### config.mk
export PLATFORM = sky130hd
export DESIGN_NAME = relu_layer_output_buffer
export DESIGN_NICKNAME = d
export VERILOG_FILES = /design/src/rtl/relu_layer_output_buffer.sv
export SDC_FILE = /design/constraint.sdc
export NUM_CORES = 1
export LEC_CHECK = 0
export CAP_MARGIN = 20
export CORE_MARGIN = 4
export CORE_UTILIZATION = 45
export DETAILED_ROUTE_END_ITERATION = 10
export DONT_BUFFER_PORTS = 1
export HOLD_SLACK_MARGIN = 0.05
export PLACE_DENSITY_LB_ADDON = 0.15
export SETUP_SLACK_MARGIN = 0.5
export SYNTH_ARGS = -nofsm -noshare
export SYNTH_HDL_FRONTEND = slang
export SYNTH_SLANG_ARGS = --single-unit
### constraint.sdc
create_clock -name clk -period 2.9 [get_ports clk]
set_input_delay 0.29 -clock clk [delete_from_list [all_inputs] [get_ports clk]]
set_output_delay 0.29 -clock clk [all_outputs]
set_load 0.01 [all_outputs]
### src/rtl/relu_layer_output_buffer.sv
// relu_layer_output_buffer: collects NUM_NODES fp32 neuron sums with ReLU applied,
// then streams them (plus an optional bias word) one word per cycle to the next layer.
// Ports:
//   clk        - rising-edge clock
//   rst_n      - synchronous reset, active HIGH (name kept for the adder interface)
//   i_valid    - neuron sum valid from the upstream adder
//   i_data     - neuron sum from the upstream adder
//   o_ready    - high while collecting; input accepted on i_valid && o_ready
//   o_valid    - streamed word valid
//   o_data     - activation or bias word
//   o_last     - high with the final streamed word
//   o_overflow - sticky, set when input arrives while o_ready is low
module relu_layer_output_buffer #(
    parameter int                    DATA_WIDTH  = 32,
    parameter int                    NUM_NODES   = 32,
    parameter int                    APPEND_BIAS = 1,
    parameter logic [DATA_WIDTH-1:0] BIAS_WORD   = 32'h3F800000
) (
    input  logic                  clk,
    input  logic                  rst_n,
    input  logic                  i_valid,
    input  logic [DATA_WIDTH-1:0] i_data,
    output logic                  o_ready,
    output logic                  o_valid,
    output logic [DATA_WIDTH-1:0] o_data,
    output logic                  o_last,
    output logic                  o_overflow
);

    localparam int CW = $clog2(NUM_NODES + 1);
    localparam int AW = (NUM_NODES > 1) ? $clog2(NUM_NODES) : 1;
    localparam int L  = NUM_NODES + APPEND_BIAS;

    localparam logic [CW-1:0] LAST_WR = CW'(NUM_NODES - 1);
    localparam logic [CW-1:0] LAST_RD = CW'(L - 1);
    localparam logic [CW-1:0] NODES_C = CW'(NUM_NODES);

    typedef enum logic {COLLECT, STREAM} state_e;

    state_e state_q, state_d;

    logic [CW-1:0]         wr_cnt_q, wr_cnt_d;
    logic [CW-1:0]         rd_cnt_q, rd_cnt_d;
    logic                  o_valid_q, o_valid_d;
    logic                  o_last_q, o_last_d;
    logic [DATA_WIDTH-1:0] o_data_q, o_data_d;
    logic                  o_overflow_q, o_overflow_d;

    logic [DATA_WIDTH-1:0] buf_mem [NUM_NODES];
    logic                  wr_en;
    logic                  wr_last;
    logic [DATA_WIDTH-1:0] relu_data;
    logic [DATA_WIDTH-1:0] rd_word;

    // Sign bit set covers negatives, -0, -inf and negative NaNs alike.
    assign relu_data = i_data[DATA_WIDTH-1] ? '0 : i_data;
    assign o_ready   = (state_q == COLLECT);
    assign wr_en     = i_valid && o_ready;
    assign wr_last   = wr_en && (wr_cnt_q == LAST_WR);

    // Word after the activations is the bias word.
    assign rd_word = (rd_cnt_q < NODES_C) ? buf_mem[rd_cnt_q[AW-1:0]] : BIAS_WORD;

    // State register
    always_ff @(posedge clk) begin
        if (rst_n) begin
            state_q <= COLLECT;
        end else begin
            state_q <= state_d;
        end
    end

    // Next-state logic
    always_comb begin
        state_d = state_q;
        unique case (state_q)
            COLLECT: if (wr_last)  state_d = STREAM;
            STREAM:  if (o_last_q) state_d = COLLECT;
        endcase
    end

    // Output / datapath next values
    always_comb begin
        wr_cnt_d     = wr_cnt_q;
        rd_cnt_d     = rd_cnt_q;
        o_valid_d    = 1'b0;
        o_last_d     = 1'b0;
        o_data_d     = o_data_q;
        o_overflow_d = o_overflow_q | (i_valid & ~o_ready);
        unique case (state_q)
            COLLECT: begin
                if (wr_last) begin
                    // First word goes out the cycle after the final write,
                    // so it bypasses the buffer when slot 0 is being written now.
                    wr_cnt_d  = '0;
                    o_valid_d = 1'b1;
                    o_data_d  = (wr_cnt_q == '0) ? relu_data : buf_mem[0];
                    o_last_d  = (L == 1);
                    rd_cnt_d  = (L == 1) ? '0 : CW'(1);
                end else if (wr_en) begin
                    wr_cnt_d = wr_cnt_q + CW'(1);
                end
            end
            STREAM: begin
                if (o_last_q) begin
                    rd_cnt_d = '0;
                end else begin
                    o_valid_d = 1'b1;
                    o_data_d  = rd_word;
                    o_last_d  = (rd_cnt_q == LAST_RD);
                    // Hold at the last index so the counter never exceeds L-1.
                    rd_cnt_d  = (rd_cnt_q == LAST_RD) ? rd_cnt_q : rd_cnt_q + CW'(1);
                end
            end
        endcase
    end

    always_ff @(posedge clk) begin
        if (rst_n) begin
            wr_cnt_q     <= '0;
            rd_cnt_q     <= '0;
            o_valid_q    <= 1'b0;
            o_last_q     <= 1'b0;
            o_data_q     <= '0;
            o_overflow_q <= 1'b0;
        end else begin
            wr_cnt_q     <= wr_cnt_d;
            rd_cnt_q     <= rd_cnt_d;
            o_valid_q    <= o_valid_d;
            o_last_q     <= o_last_d;
            o_data_q     <= o_data_d;
            o_overflow_q <= o_overflow_d;
        end
    end

    // Buffer contents need no reset.
    always_ff @(posedge clk) begin
        if (wr_en) begin
            buf_mem[wr_cnt_q[AW-1:0]] <= relu_data;
        end
    end

    assign o_valid    = o_valid_q;
    assign o_last     = o_last_q;
    assign o_data     = o_data_q;
    assign o_overflow = o_overflow_q;

endmodule

==> impl_summary.md <==
Critical path
The worst setup path startpoint is wr_cnt_q[0]. The biggest cell delay along the critical path is 580 ps. For the worst setup path, the data required time is about 3500 ps. The most critical setup path has its endpoint at o_data[29]. The critical register-to-register path endpoint is o_data[29]. The arrival time reported for the critical path endpoint is between 2000 and 3000 ps. The worst setup path is launched from a register. In this run the critical register-to-register path is launched from wr_cnt_q[0]. STA classifies the critical path endpoint as a register. The largest individual stage delay along the critical path comes from the cell a2111oi_0. The critical-path maximum fanout is 8. The length in cells of the worst reg-to-reg path is 7. Traced cell by cell, the critical path runs through ha_1 -> nand3b_4 -> buf_4 -> nor3_4 -> o21ai_1 -> a2111oi_0 -> a22o_1. The flop-to-flop setup slack is around 550 ps. The worst setup path is of the reg2reg kind.

Pwr
The internal portion of the total power is roughly 25,000 uW. In this run the power density over the cells is between 600 and 700 nW/um^2. The share of total power consumed by net switching is roughly a fifth. Summed over all cells, the static leakage comes to 0.0147 uW. The analysis attributes to net switching a power of between 6000 and 7000 uW. In this run, flip-flops and latches consume 53.2% of the power.

Across the VDD grid, the largest voltage drop is 0.545 mV. The share of power burned in the clock network is about 45%. The combinational cell fraction of total power is under 10%.

Yosys
The number of distinct library cell variants in the gate-level netlist after synthesis is between 50 and 60. Each instance of the synthesized netlist takes up on average 21.5 um^2. In this run the biggest area consumer among cell types represents 74.1% of the synthesized area. By count the netlist is led by edfxtp_1, mux4_2, o22ai_1. The dominant cell type by area after synthesis is edfxtp_1. The fraction of synthesis flops using an asynchronous set or reset pin is 0%. The commonest register cell after synthesis is edfxtp_1. Summing every instance area after synthesis gives about 40,000 um^2. The flip-flop and latch count after synthesis is 1,043. The count of synthesis-stage warnings from yosys is 0. Yosys attributes the largest share of cell area to edfxtp_1, mux4_2, dfxtp_1.

The number of flops mapped to enable cells by yosys is 992. Among all cell types in the netlist, the one instantiated most often is edfxtp_1. The synthesized netlist net count is roughly 1,900. The number of cells produced by synthesis is ~1,900.

For this run, the register share of the synthesized area comes to between 70% and 80%.

Place
The number of instances in the placed design is roughly 3,100. The placement-stage worst setup slack is 428 ps. Once detailed placement completed, the half-perimeter wirelength came to 61.5 mm.

The weighted congestion at the end of routability-driven global placement is just under 0.8. The number of buffers inserted by port buffering is 0.

Global routing
The first-pass GRT wire length is around 150 mm. The pin count of the biggest net entering global routing is 38. For this run, the total global-route usage over all layers was measured as between 20 and 25%. The number of antenna violations at the first check in global routing is 5. The via count of the first global-routing pass is between 20,000 and 25,000. The total grt overflow is 0.

Clock tree
The TritonCTS clock tree is done. The number of buffers created by CTS is 107. The clock passes through at most 3 buffers. The clock net sink count is 1,043. The insertion delay to the later sink of the worst-skew pair is 680 ps. The clock tree synthesis step divided the H-tree into 3 levels.

The root cell of the clock tree is clkbuf_16. The CTS clock-pin slew for the worst setup and hold paths is roughly 60 ps.

Timing
For the pin with the worst max-slew slack, the measured transition is 982 ps. The number of max-slew violations in the final report is 0. The minimum setup slack in the final design is 547 ps. Static timing analysis puts the maximum clock frequency at around 0.43 GHz. Across the routed clock network, the largest skew measured is roughly 34 ps. Setup violations remaining at the end of the flow were counted as 0. The headroom to the max-slew limit is between 30% and 40%. Setup repair after global routing could not meet its margin everywhere. The final critical-path share of the clock period is about four fifths. The final count of hold timing violations came to 0. The routed design could run at a clock period as short as around 2400 ps. After routing, the total negative slack on setup checks comes to 0 ps.

Floorplanning
The core box area is slightly below 90,000 um^2. The starting density of the core is about 45%. The number of top-level pins is 71.

The number of core rows is between 100 and 150. The die is just over 300 um tall. The die width is approximately 300 um. The die covers around 94,000 um^2.

Layout
The total area of multi-input combinational cells is 9110 um^2. The layout overhead on the synthesized area is 16.9%. Cells with a size suffix above 1 make up about a third of the layout. The number of nets in the layout is about 2,100. The finished layout holds about 3,300 standard cells, fillers aside. The number of inserted filler cells in the final layout is 6,784. The sequential cell area is between 30,000 and 40,000 um^2.

Drt
The routed layout has around 20,000 vias. In the final routed layout, each cell accounts on average for between 30 and 40 um. The violation count after the first detailed-routing iteration is ~2,400. The total length of routed wires is 106 mm. The average vias per placed instance is between 6 and 7. The iteration count of the initial detailed-routing pass is 5. In the routed design, unresolved DRC markers number 0. Once detail routing completed, the nets flagged for antenna violations numbered 0.

Status
The flow ran to the end, and the final reports show no timing, DRC or antenna violations.

Worst hold path
The path class of the tightest hold or removal check is in2reg.

Flow run
The total of max-cap violations is 0.
-- layout make-up --
cell class,instances,share of cell area (%)
sequential,1043,65.6
multi-input combinational,717,19.4
clock buffer,150,6.39
timing repair buffer,205,4.16
tap,1165,3.10
clock inverter,54,1.24
inverter,7,0.0559
antenna,3,0.0160
-- per-layer routing --
layer  vias up  wire length (um)  part of all wire, %  track usage [%]
li1       8368                 -                    -                -
met1     10800             44900                   42             32.5
met2       788             50300                   48             35.7
met3       132              8490                  8.0             5.10
met4         2              2150                  2.0             5.92
met5         -                13                0.012                0
-- worst max-delay path: cells and delay by family (launching register included) --
kind / cells / cell delay (ps)
AOI/OAI and AO/OA: 3 / 1020
adders and majority gates: 1 / 230
buffers and inverters: 1 / 250
DFF: 1 / 430
and+or+nand+nor: 2 / 360
-- power groups by stage --
stage | Sequential [uW] | Combinational (uW) | Clock (uW)
2_1_floorplan | 16900 | 323 | 0
3_3_place_gp | 16900 | 539 | 0
3_5_place_dp | 16900 | 564 | 0
4_1_cts | 16600 | 638 | 14200
5_1_grt | 16600 | 688 | 14800
6_report | 16600 | 646 | 13900
-- how the worst min path moves through the flow --
stage | cells past startpoint | startpoint | slack (ps) | endpoint
4_1_cts | 2 | i_data[31] | 50 | buf_mem[15][0]
3_3_place_gp | 1 | rst_n | 370 | o_overflow
6_report | 2 | i_data[31] | 100 | buf_mem[15][0]
5_1_grt | 2 | i_data[31] | 70 | buf_mem[11][14]
2_1_floorplan | 2 | i_valid | 430 | o_overflow
3_5_place_dp | 1 | rst_n | 370 | o_overflow
-- placed cells by master, fill, tap and decap left out, types with 9 or more instances in the layout --
master,netlist,final
edfxtp_1,992,992
mux4_2,248,248
buf_4,27,159
clkbuf_16,0,111
o22ai_1,68,67
a22oi_1,47,47
dfxtp_1,51,47
nor2_1,67,35
nor2_4,0,32
nor2b_2,0,31
clkbuf_1,30,30
nand2_1,22,22
buf_12,0,22
nor2b_1,52,21
clkinv_2,0,21
mux2_2,20,20
dlygate4sd3_1,0,17
a22o_1,15,15
nand3_1,13,13
clkinv_1,0,13
mux2i_1,12,12
a211oi_1,12,11
a21oi_1,11,11
clkbuf_8,0,11
bufinv_16,0,11
nor3_1,10,10
o21ai_1,11,10
o21ai_0,10,10
a2111o_1,10,10
nand2b_1,9,9
-- timing repair --
| item | 4_1_cts | 5_1_grt |
|---|---|---|
| endpoints found under the setup margin | 17 | 78 |
| endpoints found under the hold margin | 233 | 7 |
| setup buffers | 3 | 8 |
| gates resized for setup | 4 | 10 |
| hold buffers | 19 | 1 |
| pin swaps | 0 | 1 |
| cloned | 0 | 1 |
-- registers in the layout, indices dropped and copies added (netlist names), named ones only --
signal and flops:
buf_mem 992, o_data 31, rd_cnt_q 6, wr_cnt_q 6
o_last 1, o_overflow 1, o_valid 1
-- through the flow --
| step | hold slack [ps] | power [uW] | utilization (%) | area (um^2) |
|---|---|---|---|---|
| 2_1_floorplan | 435 | 17200 | - | 40200 |
| 3_3_place_gp | 370 | 17400 | 48.5 | 42900 |
| 3_5_place_dp | 372 | 17500 | 48.5 | 42900 |
| 4_1_cts | 50.5 | 31400 | 52.9 | 46800 |
| 5_1_grt | 74.1 | 32100 | 53.0 | 47000 |
| 6_report | 98.7 | 31100 | 53.1 | 47000 |
-- cell families after synthesis --
kind of cell,synth area share [%]
XOR/XNOR,0.109
AO/OA/AOI/OAI,3.94
flip-flops,76.7
AND/OR/NAND/NOR,2.66
buffers and inverters,1.55
multiplexers,14.9
adder cells (fa/ha/maj),0.187
other,0.00933
Power figures use the tool's default switching activity.
